**config.mk**
```make
export PLATFORM = sky130hd
export DESIGN_NAME = sram_fifo_ctrl_flat
export DESIGN_NICKNAME = d
export VERILOG_FILES = /design/src/rtl/fifo_package.sv /design/src/rtl/sram_fifo_ctrl_if.sv /design/src/rtl/sram_fifo_ctrl.sv /design/src/flat_wrapper.sv
export SDC_FILE = /design/constraint.sdc
export NUM_CORES = 1
export LEC_CHECK = 0
export ABC_AREA = 1
export BUFFER_PORTS_ARGS = -buffer_cell sky130_fd_sc_hd__buf_2
export CORE_UTILIZATION = 49
export DETAILED_ROUTE_END_ITERATION = 10
export GPL_TIMING_DRIVEN = 0
export MAX_ROUTING_LAYER = met4
export PLACE_DENSITY = 0.8
export SYNTH_ARGS = -nofsm -noshare
export SYNTH_HDL_FRONTEND = slang
export SYNTH_SLANG_ARGS = --single-unit
export TNS_END_PERCENT = 5
```
**constraint.sdc**
```tcl
create_clock -name clk -period 4.9 [get_ports clk]
set_input_delay 0.49 -clock clk [delete_from_list [all_inputs] [get_ports clk]]
set_output_delay 0.49 -clock clk [all_outputs]
set_load 0.05 [all_outputs]
```
**src/rtl/fifo_package.sv**
```systemverilog
// fifo_package: shared sizing for the SRAM-backed FIFO controller and its handshake interface.
package fifo_package;
    parameter int DATA_WIDTH = 32;
    parameter int ADDR_WIDTH = 4;
    parameter int DEPTH      = 16;
endpackage

```
**src/rtl/sram_fifo_ctrl_if.sv**
```systemverilog
// sram_fifo_ctrl_if: push/pop valid-ready bundle between the FIFO controller and its producer/consumer.
interface sram_fifo_ctrl_if;
    logic                              push_valid_i;
    logic [fifo_package::DATA_WIDTH-1:0] push_data_i;
    logic                              push_ready_o;
    logic                              pop_valid_o;
    logic [fifo_package::DATA_WIDTH-1:0] pop_data_o;
    logic                              pop_ready_i;
    modport master (
        output push_valid_i, push_data_i, pop_ready_i,
        input  push_ready_o, pop_valid_o, pop_data_o
    );
    modport slave (
        input  push_valid_i, push_data_i, pop_ready_i,
        output push_ready_o, pop_valid_o, pop_data_o
    );
endinterface

```
**src/rtl/sram_fifo_ctrl.sv**
```systemverilog
// sram_fifo_ctrl: FIFO over a single-port SRAM with one access per cycle, write/read arbitration
// by a toggling priority bit, and a 2-entry output buffer absorbing the one-cycle read latency.
module sram_fifo_ctrl
    import fifo_package::*;
(
    input  logic                  clk,
    input  logic                  rst_i,
    input  logic                  flush_i,
    sram_fifo_ctrl_if.slave       fifo_if,
    output logic [ADDR_WIDTH-1:0] sram_addr_o,
    output logic [DATA_WIDTH-1:0] sram_wdata_o,
    output logic                  sram_we_o,
    input  logic [DATA_WIDTH-1:0] sram_rdata_i,
    output logic [ADDR_WIDTH+1:0] count_o,
    output logic                  full_o,
    output logic                  empty_o
);
    localparam int MW = ADDR_WIDTH + 1;
    localparam int CW = ADDR_WIDTH + 2;
    localparam logic [MW-1:0]         MEM_MAX  = MW'(DEPTH);
    localparam logic [ADDR_WIDTH-1:0] PTR_LAST = ADDR_WIDTH'(DEPTH - 1);

    logic [ADDR_WIDTH-1:0] wr_ptr_q, wr_ptr_d, rd_ptr_q, rd_ptr_d;
    logic [MW-1:0]         mem_cnt_q, mem_cnt_d;
    logic                  rd_pend_q, rd_pend_d, prio_q, prio_d;
    logic [DATA_WIDTH-1:0] ob_q [2];
    logic [DATA_WIDTH-1:0] ob_d [2];
    logic [1:0]            ob_cnt_q, ob_cnt_d, ob_mid;
    logic [2:0]            occ;
    logic                  pop_hs, rd_req, push_rdy, wr_gnt, rd_gnt;

    always_comb begin
        pop_hs    = (ob_cnt_q != 2'd0) && fifo_if.pop_ready_i;
        occ       = 3'(ob_cnt_q) + 3'(rd_pend_q) - 3'(pop_hs);
        rd_req    = (mem_cnt_q != '0) && (occ < 3'd2);
        push_rdy  = (mem_cnt_q < MEM_MAX) && (!rd_req || !prio_q) && !flush_i;
        wr_gnt    = fifo_if.push_valid_i && push_rdy;
        rd_gnt    = rd_req && !wr_gnt && !flush_i;
        wr_ptr_d  = wr_gnt ? ((wr_ptr_q == PTR_LAST) ? '0 : wr_ptr_q + ADDR_WIDTH'(1)) : wr_ptr_q;
        rd_ptr_d  = rd_gnt ? ((rd_ptr_q == PTR_LAST) ? '0 : rd_ptr_q + ADDR_WIDTH'(1)) : rd_ptr_q;
        mem_cnt_d = mem_cnt_q + MW'(wr_gnt) - MW'(rd_gnt);
        rd_pend_d = rd_gnt;
        prio_d    = prio_q ^ (rd_req && fifo_if.push_valid_i && (mem_cnt_q < MEM_MAX));
        // pop shifts the head out first, so the returning read lands behind what remains
        ob_mid    = ob_cnt_q - 2'(pop_hs);
        ob_cnt_d  = ob_mid + 2'(rd_pend_q);
        ob_d      = ob_q;
        if (pop_hs) ob_d[0] = ob_q[1];
        if (rd_pend_q) ob_d[ob_mid[0]] = sram_rdata_i;
    end

    always_ff @(posedge clk) begin
        if (rst_i || flush_i) begin
            wr_ptr_q  <= '0;
            rd_ptr_q  <= '0;
            mem_cnt_q <= '0;
            rd_pend_q <= 1'b0;
            ob_cnt_q  <= 2'd0;
            prio_q    <= 1'b0;
        end else begin
            wr_ptr_q  <= wr_ptr_d;
            rd_ptr_q  <= rd_ptr_d;
            mem_cnt_q <= mem_cnt_d;
            rd_pend_q <= rd_pend_d;
            ob_cnt_q  <= ob_cnt_d;
            prio_q    <= prio_d;
        end
    end

    always_ff @(posedge clk) ob_q <= ob_d;

    assign sram_we_o            = wr_gnt;
    assign sram_addr_o          = wr_gnt ? wr_ptr_q : rd_ptr_q;
    assign sram_wdata_o         = fifo_if.push_data_i;
    assign fifo_if.push_ready_o = push_rdy;
    assign fifo_if.pop_valid_o  = ob_cnt_q != 2'd0;
    assign fifo_if.pop_data_o   = ob_q[0];
    assign count_o              = CW'(mem_cnt_q) + CW'(rd_pend_q) + CW'(ob_cnt_q);
    assign full_o               = mem_cnt_q == MEM_MAX;
    assign empty_o              = count_o == '0;
endmodule

```
**src/flat_wrapper.sv**
```systemverilog
// flat-port wrapper written by rule: the top's interface ports become plain ports
module sram_fifo_ctrl_flat import fifo_package::*;
  (clk, rst_i, flush_i, sram_addr_o, sram_wdata_o, sram_we_o, sram_rdata_i, count_o, full_o, empty_o, fifo_if_push_valid_i, fifo_if_push_data_i, fifo_if_pop_ready_i, fifo_if_push_ready_o, fifo_if_pop_valid_o, fifo_if_pop_data_o);
  sram_fifo_ctrl_if fifo_if_i ();
  input  logic clk;
  input  logic rst_i;
  input  logic flush_i;
  output logic [ADDR_WIDTH-1:0] sram_addr_o;
  output logic [DATA_WIDTH-1:0] sram_wdata_o;
  output logic sram_we_o;
  input  logic [DATA_WIDTH-1:0] sram_rdata_i;
  output logic [ADDR_WIDTH+1:0] count_o;
  output logic full_o;
  output logic empty_o;
  input wire logic [$bits(fifo_if_i.push_valid_i)-1:0] fifo_if_push_valid_i;
  input wire logic [$bits(fifo_if_i.push_data_i)-1:0] fifo_if_push_data_i;
  input wire logic [$bits(fifo_if_i.pop_ready_i)-1:0] fifo_if_pop_ready_i;
  output wire logic [$bits(fifo_if_i.push_ready_o)-1:0] fifo_if_push_ready_o;
  output wire logic [$bits(fifo_if_i.pop_valid_o)-1:0] fifo_if_pop_valid_o;
  output wire logic [$bits(fifo_if_i.pop_data_o)-1:0] fifo_if_pop_data_o;
  assign fifo_if_i.push_valid_i = fifo_if_push_valid_i;
  assign fifo_if_i.push_data_i = fifo_if_push_data_i;
  assign fifo_if_i.pop_ready_i = fifo_if_pop_ready_i;
  assign fifo_if_push_ready_o = fifo_if_i.push_ready_o;
  assign fifo_if_pop_valid_o = fifo_if_i.pop_valid_o;
  assign fifo_if_pop_data_o = fifo_if_i.pop_data_o;
  sram_fifo_ctrl u_core (.clk(clk), .rst_i(rst_i), .flush_i(flush_i), .fifo_if(fifo_if_i), .sram_addr_o(sram_addr_o), .sram_wdata_o(sram_wdata_o), .sram_we_o(sram_we_o), .sram_rdata_i(sram_rdata_i), .count_o(count_o), .full_o(full_o), .empty_o(empty_o));
endmodule
```
Word level (Yosys, flattened, before mapping)
Cells that the tools add are included.
{"block": "totals", "regBits": 81, "latchBits": 0, "ramBits": 0, "rom_bits": 0, "inputBits": 69, "word_cells": 54, "memories": 0}
{"block": "classes", "n_addsub": 10, "n_mul": 0, "n_div": 0, "magnitude_cmp": 4, "eq_ne": 3, "shifts": 0, "mux": 8, "bitwise_logic": 2, "n_reduce_logical": 19}
{"operator": "bitwise mux 64 bit", "n": 1}
{"operator": "two-way mux 32 bit", "n": 2}
{"operator": "two-way mux 64 bit", "n": 1}
{"operator": "demux 32 bit (select 1 bit)", "n": 1}
{"operator": "two-way mux 4 bit", "n": 3}
{"operator": "logical AND 1 bit", "n": 10}
{"operator": "adder 4 x 1 -> 4 bit, second input constant", "n": 2}
{"operator": "== test 4 bit, second input constant", "n": 2}
{"operator": "adder 5 x 1 -> 6 bit", "n": 1}
{"operator": "adder 6 x 2 -> 6 bit", "n": 1}
{"operator": "logical NOT 6 bit", "n": 1}
{"operator": "adder 5 x 1 -> 5 bit", "n": 1}
{"operator": "== test 5 bit, second input constant", "n": 1}
{"operator": "less-than comparator 5 bit, second input constant", "n": 1}
{"operator": "nonzero test 5 bit", "n": 1}
{"operator": "subtractor 5 x 1 -> 5 bit", "n": 1}
{"operator": "logical NOT 1 bit", "n": 4}
{"operator": "adder 2 x 1 -> 3 bit", "n": 1}
{"operator": "less-than comparator 3 x 2 -> 1 bit, second input constant", "n": 1}
{"operator": "subtractor 3 x 1 -> 3 bit", "n": 1}
{"operator": "adder 2 x 1 -> 2 bit", "n": 1}
{"operator": ">= comparator 2 bit, second input constant", "n": 1}
{"operator": "logical OR 1 bit", "n": 2}
{"operator": "less-than comparator 2 x 1 -> 1 bit, second input constant", "n": 1}
{"operator": "other kinds (4)", "n": 4}

Longest topological paths before layout
Gate-level depths: netlist of run 1.
{"block": "logic_depth", "depth_word": 14, "ltp_mapped": 24, "mapped_depth_nobuf": 23}

Worst setup path after synthesis of run 1
No wires, ideal clock.
{"block": "synth_timing", "kind": "flip-flop to output port", "start": "reg u_core.ob_cnt_q[1]", "end": "out sram_addr_o[0]", "arrival_ns": 3.985, "required_ns": 4.410, "slack_ns": 0.425, "path_stages_with_launch": 15, "n_path_buf": 2, "path_cell_list": "dfxtp_1 inv_2 nand2_1 nand2_1 inv_2 buf_2 ha_1 or2_2 fa_1 nor2_1 nor2_2 nand3_2 nand3_4 buf_8 o21ai_0"}
{"block": "synth_via", "elab_chain_cells": 11}
{"item": "start, declared", "line_no": "sram_fifo_ctrl.sv:28", "rtl": "logic [1:0] ob_cnt_q, ob_cnt_d, ob_mid;"}
{"item": "start signal, assigned", "line_no": "sram_fifo_ctrl.sv:65", "rtl": "ob_cnt_q <= ob_cnt_d;"}
{"item": "nonzero test 2 bit"}
{"item": "net fifo_if_pop_valid_o", "line_no": "flat_wrapper.sv:19", "rtl": "output wire logic [$bits(fifo_if_i.pop_valid_o)-1:0] fifo_if_pop_valid_o;"}
{"item": "logical AND 1 bit", "line_no": "sram_fifo_ctrl.sv:33", "rtl": "pop_hs = (ob_cnt_q != 2'd0) && fifo_if.pop_ready_i;"}
{"item": "subtractor 3 x 1 -> 3 bit", "line_no": "sram_fifo_ctrl.sv:34", "rtl": "occ = 3'(ob_cnt_q) + 3'(rd_pend_q) - 3'(pop_hs);"}
{"item": "less-than comparator 3 x 2 -> 1 bit", "line_no": "sram_fifo_ctrl.sv:35", "rtl": "rd_req = (mem_cnt_q != '0) && (occ < 3'd2);"}
{"item": "logical AND 1 bit", "line_no": "sram_fifo_ctrl.sv:35"}
{"item": "logical NOT 1 bit", "line_no": "sram_fifo_ctrl.sv:36", "rtl": "push_rdy = (mem_cnt_q < MEM_MAX) && (!rd_req || !prio_q) && !flush_i;"}
{"item": "logical OR 1 bit", "line_no": "sram_fifo_ctrl.sv:36"}
{"item": "logical AND 1 bit (2 in a row)", "line_no": "sram_fifo_ctrl.sv:36"}
{"item": "logical AND 1 bit", "line_no": "sram_fifo_ctrl.sv:37", "rtl": "wr_gnt = fifo_if.push_valid_i && push_rdy;"}
{"item": "two-way mux 4 bit", "line_no": "sram_fifo_ctrl.sv:73", "rtl": "assign sram_addr_o = wr_gnt ? wr_ptr_q : rd_ptr_q;"}
{"item": "end, declared", "line_no": "flat_wrapper.sv:8", "rtl": "output logic [ADDR_WIDTH-1:0] sram_addr_o;"}
The timed path passes the listed nets, and every way through them passes these cells.

Final worst setup path of run 1
{"block": "layout_timing", "start": "reg u_core.ob_cnt_q[1]", "end": "reg u_core.mem_cnt_q[4]"}
{"block": "layout_via", "elab_chain_cells": 14}
{"item": "branches (longest 2 deep; another with adder 2 x 1 -> 3 bit)"}
{"item": "subtractor 3 x 1 -> 3 bit (*)", "line_no": "sram_fifo_ctrl.sv:34"}
{"item": "less-than comparator 3 x 2 -> 1 bit (*)", "line_no": "sram_fifo_ctrl.sv:35"}
{"item": "logical AND 1 bit (*)", "line_no": "sram_fifo_ctrl.sv:35"}
{"item": "branches (longest 8 deep; another with adder 5 x 1 -> 5 bit)"}
{"item": "subtractor 5 x 1 -> 5 bit (*)", "line_no": "sram_fifo_ctrl.sv:41", "rtl": "mem_cnt_d = mem_cnt_q + MW'(wr_gnt) - MW'(rd_gnt);"}
{"item": "end signal, assigned", "line_no": "sram_fifo_ctrl.sv:63", "rtl": "mem_cnt_q <= mem_cnt_d;"}
{"item": "end, declared", "line_no": "sram_fifo_ctrl.sv:24", "rtl": "logic [MW-1:0] mem_cnt_q, mem_cnt_d;"}
Every way passes the cells marked *.
A chain may end at the register's enable or synchronous reset.

==> run_results.csv, run 1 <==
group,metric,value,unit
outcome,status,"finished clean",
sta,timing.final.crit_share,90.6,%
final_layout,nets,654,
setup_path,max_stage_delay,0.50,ns
final_layout,diodes,0,
global_routing,grt_max_degree,34,
final_layout,drive_gt1_share,37.4,%
floorplanning,die_y,91.8,microns
synthesis,avgSynthCellArea,8.96,sq um
drt,viasPerCell,4.88,
synthesis,syn-cell-area,3950,sq um
placed_design,place.gp.congestion,0.790,
placed_design,portBuffers,115,
sta,hold_ws,0.321,ns
cts,clkTransAtPathRegs,0.09,ns
setup_path,required,5.13,ns
sta,clock_skew,0.00672,ns
drt,routedWlPerCell,12.3,microns
global_routing,grt_overflow,0,
setup_path,crit_path_start,"u_core.ob_cnt_q[1]",
sta,finalHoldViolCount,0,
min_path,hp-class,"in2reg",
cts,cts_root_buf,"clkbuf_8",
cts,cts_resized,0,
sta,fin_setup_tns,0,ns
sta,maxSlewViolCount,0,
global_routing,grt_pass1_vias,3011,
floorplanning,start_util,50.9,%
cts,cts_hold_buf,0,
floorplanning,ios,148,
floorplanning,num_rows,32,
global_routing,grt_pass1_wl,13.3,mm
placed_design,place_hpwl,5.88,mm
setup_path,crit_chain,"inv_2 > nand2_1 > nand2_1 > inv_2 > buf_2 > ha_1 > or2_2 > fa_1 > nor2_1 > nor2_2 > nand3_2 > nand3_4 > buf_8 > ha_1 > inv_1 > ha_1 > fa_1 > nand2_1 > inv_1 > o21ai_0 > and3_1 > nor3_1",
synthesis,yosysSeqAreaShare,49.2,%
power,p_per_area,585,nW/um^2
setup_path,arrival,4.67,ns
sta,worst_pin_slew,0.838,ns
setup_path,crit_path_end_kind,"register",
power,p_leak,2.30,nW
drt,drtPass1Iterations,4,
final_layout,area_growth,23.1,%
synthesis,syn_inst,441,
cts,clock_sinks,81,
setup_path,cp_slowest_cell,"dfxtp_1",
sta,max_freq,225,MHz
final_layout,nFillCells,677,
synthesis,async_reset_ff_share,0,%
setup_path,cp_max_fo,11,
synthesis,yosysTopAreaCell,"dfxtp_1",
drt,first_iter_violations,129,
synthesis,yosysTopAreaCellShare,24.8,%
sta,final-setup-viol-count,0,
cts,cts_setup_buffers,0,
drt,drtAntennaViolNets,0,
synthesis,ys_ff_latch,81,
min_path,hp-start,"rst_i",
power,ir_drop,218,uV
setup_path,worstReg2RegStart,"u_core.ob_cnt_q[1]",
synthesis,synth_warnings,0,
synthesis,yosysMostFrequentCell,"o21ai_0",
synthesis,syn-num-nets,528,
setup_path,cp-start-kind,"register",
floorplanning,dieWidth,91.8,microns
flow_run,max_cap_viol_count,0,
cts,cts_max_path_buffers,2,
sta,rsz0062_at_grt,"no",
power,p_total,2.85,mW
global_routing,grt_usage,20.4,%
synthesis,synth_ff_type,"dfxtp_1",
synthesis,synthTopCellsByCount,"68 x o21ai_0, 64 x buf_4, 62 x nand2_1",
synthesis,synth_edf_count,32,
cts,cts_made_buffers,9,
setup_path,worstSetupPathType,"reg2reg",
final_layout,regArea,1940,sq um
synthesis,synth_cell_types,30,
floorplanning,dieArea,8420,sq um
drt,remaining_drc_errors,0,
global_routing,antenna_found_initial,0,
sta,relSlewSlack,44.1,%
cts,clk-insertion-delay-late,0.35,ns
floorplanning,design.core.area,7770,sq um
cts,cts_tree,"built",
sta,min_period,4.44,ns
drt,wirelength,8.30,mm
final_layout,multi_input_area,1340,sq um
cts,htreeDepth,3,
synthesis,synthTopCellsByArea,"dfxtp_1 25%, edfxtp_1 24%, buf_4 12%, o21ai_0 8.6%, nand2_1 5.9%",
drt,vias,3289,
## logic make-up after synthesis
family | share of synthesized area, %
and+or+nand+nor | 15.2
adders and majority gates | 6.46
xor gates and xnor gates | 1.11
AOI/OAI and AO/OA | 11.1
DFF | 49.2
buffers and inverters | 17.0
## area by class of cell
class / count / area share [%]
Sequential cell: 81 / 39.9
Multi-Input combinational cell: 249 / 27.5
Timing Repair Buffer: 115 / 11.8
Buffer: 77 / 11.2
Inverter: 34 / 2.62
Tap cell: 102 / 2.62
Clock buffer: 9 / 2.55
Clock inverter: 7 / 1.72
## per-stage QoR
| step | area [sq um] | setup WS (ns) | cells | utilization [%] |
|---|---|---|---|---|
| after floorplan | 3950 | 0.425 | 441 | - |
| after global placement | 4650 | 0.531 | 658 | 59.9 |
| after detailed placement | 4660 | 0.463 | 658 | 59.9 |
| after CTS | 4860 | 0.422 | 674 | 62.6 |
| after global routing | 4860 | 0.0280 | 674 | 62.6 |
| final | 4860 | 0.460 | 674 | 62.6 |
## cells in the final DEF, fill, tap and decap left out, types with 2 or more instances in the layout
| master | count |
|---|---|
| buf_2 | 119 |
| o21ai_0 | 68 |
| buf_4 | 64 |
| nand2_1 | 62 |
| nor2_1 | 51 |
| dfxtp_1 | 49 |
| inv_1 | 32 |
| edfxtp_1 | 32 |
| ha_1 | 13 |
| a21oi_1 | 11 |
| clkbuf_8 | 9 |
| nand3_1 | 8 |
| clkbuf_1 | 8 |
| nand2_2 | 6 |
| o21ai_1 | 5 |
| xor2_1 | 4 |
| nand4_1 | 4 |
| fa_1 | 4 |
| inv_6 | 3 |
| inv_2 | 2 |
| nand3b_1 | 2 |
## critical path: cells and delay by family (launching register included)
| family | cells | cell delay [ns] |
|---|---|---|
| flip-flops | 1 | 0.50 |
| adder cells (fa/ha/maj) | 5 | 1.51 |
| AND/OR/NAND/NOR | 10 | 1.37 |
| AO/OA/AOI/OAI | 1 | 0.19 |
| buffers and inverters | 6 | 0.74 |
## final timing paths
check / depth (start not counted) / slack (ns) / end
worst max-delay path: 22 / 0.46 / u_core.mem_cnt_q[4]
worst min-delay path: 2 / 0.32 / u_core.rd_pend_q
worst max register to register: 22 / 0.46 / u_core.mem_cnt_q[4]
worst min register to register: 2 / 0.49 / u_core.prio_q
## per-layer routing
layer,GRT usage (%),wire length (microns)
met1,24.5,3620
met2,35.2,4040
met3,3.40,556
met4,6.51,94
met5,-,0
## where the power goes
part	total, mW	switching, mW	leakage, nW	internal [mW]
clock	0.510	0.264	0.103	0.245
sequential	0.934	0.0812	0.694	0.853
combinational	1.40	0.961	1.50	0.441
total	2.85	1.31	2.30	1.54
(Power assumes the default switching activity.)
==> inputs of run 2 (changes only) <==
--- a/config.mk
+++ b/config.mk
@@ -8,10 +8,11 @@
 export ABC_AREA = 1
 export BUFFER_PORTS_ARGS = -buffer_cell sky130_fd_sc_hd__buf_2
 export CORE_UTILIZATION = 49
+export CTS_CLUSTER_SIZE = 10
 export DETAILED_ROUTE_END_ITERATION = 10
 export GPL_TIMING_DRIVEN = 0
-export MAX_ROUTING_LAYER = met4
 export PLACE_DENSITY = 0.8
+export RECOVER_POWER = 25
 export SYNTH_ARGS = -nofsm -noshare
 export SYNTH_HDL_FRONTEND = slang
 export SYNTH_SLANG_ARGS = --single-unit
==> run 2 against run 1 <==
  * Clock power barely moved
  * Critical path depth did not move
  * Cell count did not move
  * Register-to-register slack got worse by 0.02 ns
  * Combinational power barely moved
  * Global-route usage fell by 0.55 points
  * First-iteration DRC count rose by 2.3%
  * Largest cell class unchanged
==> run_results.csv, run 2 (synthesis gave the netlist of run 1 again) <==
group,metric,value,unit
outcome,status,"finished clean",
global_routing,grt_max_degree,34,
setup_path,crit_family,"adder cells",
floorplanning,die_y,91.8,microns
sta,final-setup-viol-count,0,
cts,clk-insertion-delay-late,0.35,ns
cts,cts_made_buffers,9,
placed_design,dpl.cell_count,658,
final_layout,final_cell_mix,"84 x buf_2, 68 x o21ai_0, 64 x buf_4",
setup_path,path_depth,22,
cts,cts_resized,0,
placed_design,place.gp.congestion,0.779,
final_layout,area_growth,22.0,%
cts,cts_setup_buffers,0,
cts,cts_max_path_buffers,2,
setup_path,max_stage_delay,0.50,ns
power,p_total,2.84,mW
setup_path,crit_path_start,"u_core.ob_cnt_q[1]",
placed_design,place_hpwl,5.88,mm
setup_path,worstReg2RegStart,"u_core.ob_cnt_q[1]",
final_layout,diodes,0,
flow_run,max_cap_viol_count,0,
cts,clkTransAtPathRegs,0.09,ns
final_layout,layout_commonest_cell,"buf_2",
drt,first_iter_violations,132,
power,p_per_area,590,nW/um^2
global_routing,grt_pass1_wl,13.3,mm
setup_path,worstSetupPathType,"reg2reg",
drt,remaining_drc_errors,0,
sta,clock_skew,0.00707,ns
drt,routedWlPerCell,12.4,microns
setup_path,crit_chain,"inv_2 > nand2_1 > nand2_1 > inv_2 > buf_2 > ha_1 > or2_2 > fa_1 > nor2_1 > nor2_2 > nand3_2 > nand3_4 > buf_8 > ha_1 > inv_1 > ha_1 > fa_1 > nand2_1 > inv_1 > o21ai_0 > and3_1 > nor3_1",
sta,hold_ws,0.320,ns
setup_path,arrival,4.69,ns
sta,max_freq,224,MHz
sta,min_period,4.46,ns
final_layout,fin_util,62.0,%
floorplanning,start_util,50.9,%
drt,viasPerCell,4.87,
global_routing,grt_pass1_vias,3004,
cts,cts_tree,"built",
setup_path,cp_slowest_cell,"dfxtp_1",
sta,rsz0062_at_grt,"no",
global_routing,antenna_found_initial,0,
global_routing,top_usage_layer,"met2",
cts,htreeDepth,3,
setup_path,worst-path-buf-inv,6,
setup_path,cp-start-kind,"register",
drt,wirelength,8.37,mm
power,ir_drop,217,uV
min_path,hold_depth,2,
min_path,hp-start,"rst_i",
global_routing,grt_util_met1,24.4,%
placed_design,portBuffers,115,
drt,vias,3280,
global_routing,grt_usage,19.9,%
sta,relSlewSlack,43.8,%
global_routing,met3_usage,3.48,%
global_routing,grt_overflow,0,
sta,finalHoldViolCount,0,
setup_path,reg2reg_depth,22,
setup_path,required,5.13,ns
floorplanning,dieWidth,91.8,microns
setup_path,crit_path_end_kind,"register",
final_layout,nets,654,
sta,fin_setup_tns,0,ns
cts,cts_hold_buf,0,
floorplanning,ios,148,
drt,drtPass1Iterations,6,
cts,clock_sinks,81,
global_routing,grt_use_met2,35.3,%
drt,drtAntennaViolNets,0,
power,p_leak,2.20,nW
sta,maxSlewViolCount,0,
min_path,hp-class,"in2reg",
sta,worst_pin_slew,0.843,ns
setup_path,cp_max_fo,11,
sta,timing.final.crit_share,91.0,%
floorplanning,num_rows,32,
final_layout,instances_no_fill,674,
final_layout,drive_gt1_share,31.3,%
cts,cts_root_buf,"clkbuf_8",
floorplanning,design.core.area,7770,sq um
floorplanning,dieArea,8420,sq um
==> run 2: cell count changes in the layout (fill, tap and decap cells not counted), sizes merged <==
cell	delta
buf	-34
clkbuf	+34
==> run 2: metrics by stage <==
stage                     cell area (sq um)  worst slack, ns
after floorplan                        3950            0.425
after global placement                 4650            0.531
after detailed placement               4660            0.463
after CTS                              4860            0.422
after global routing                   4820           0.0280
final                                  4820            0.439
==> run 2: metal layers <==
metal | vias up | part of all wire (%)
li1 | 1633 | -
met5 | - | 0
met1 | 1512 | 44
met4 | 0 | 1.3
met3 | 10 | 6.3
met2 | 125 | 49
==> run 2: cell type report <==
class	count	area, sq um
fillers	702	2950
flip-flops and latches	81	1940
multi-input cells	249	1340
plain buffers	77	546
repair buffers	115	532
inverters	34	128
well taps	102	128
clock buffers	9	124
clock inverters	7	83.8
==> run 2: where the power goes <==
part	total (mW)	internal (mW)	switching [mW]
clock network	0.510	0.245	0.265
registers	0.934	0.853	0.0812
logic	1.40	0.437	0.962
==> run 2: final timing paths <==
| check | to | slack (ns) |
|---|---|---|
| setup / recovery | u_core.mem_cnt_q[4] | 0.44 |
| hold / removal | u_core.rd_pend_q | 0.32 |
| setup reg to reg | u_core.mem_cnt_q[4] | 0.44 |
| hold reg to reg | u_core.prio_q | 0.49 |
==> run 2: worst reg2reg max path: stages, from the launching register on <==
cell and delay [ns]:
dfxtp_1 0.50, inv_2 0.08, nand2_1 0.10, nand2_1 0.18
inv_2 0.15, buf_2 0.25, ha_1 0.26, or2_2 0.30
fa_1 0.41, nor2_1 0.14, nor2_2 0.08, nand3_2 0.11
nand3_4 0.15, buf_8 0.19, ha_1 0.27, inv_1 0.04
ha_1 0.20, fa_1 0.38, nand2_1 0.08, inv_1 0.04
o21ai_0 0.19, and3_1 0.19, nor3_1 0.04
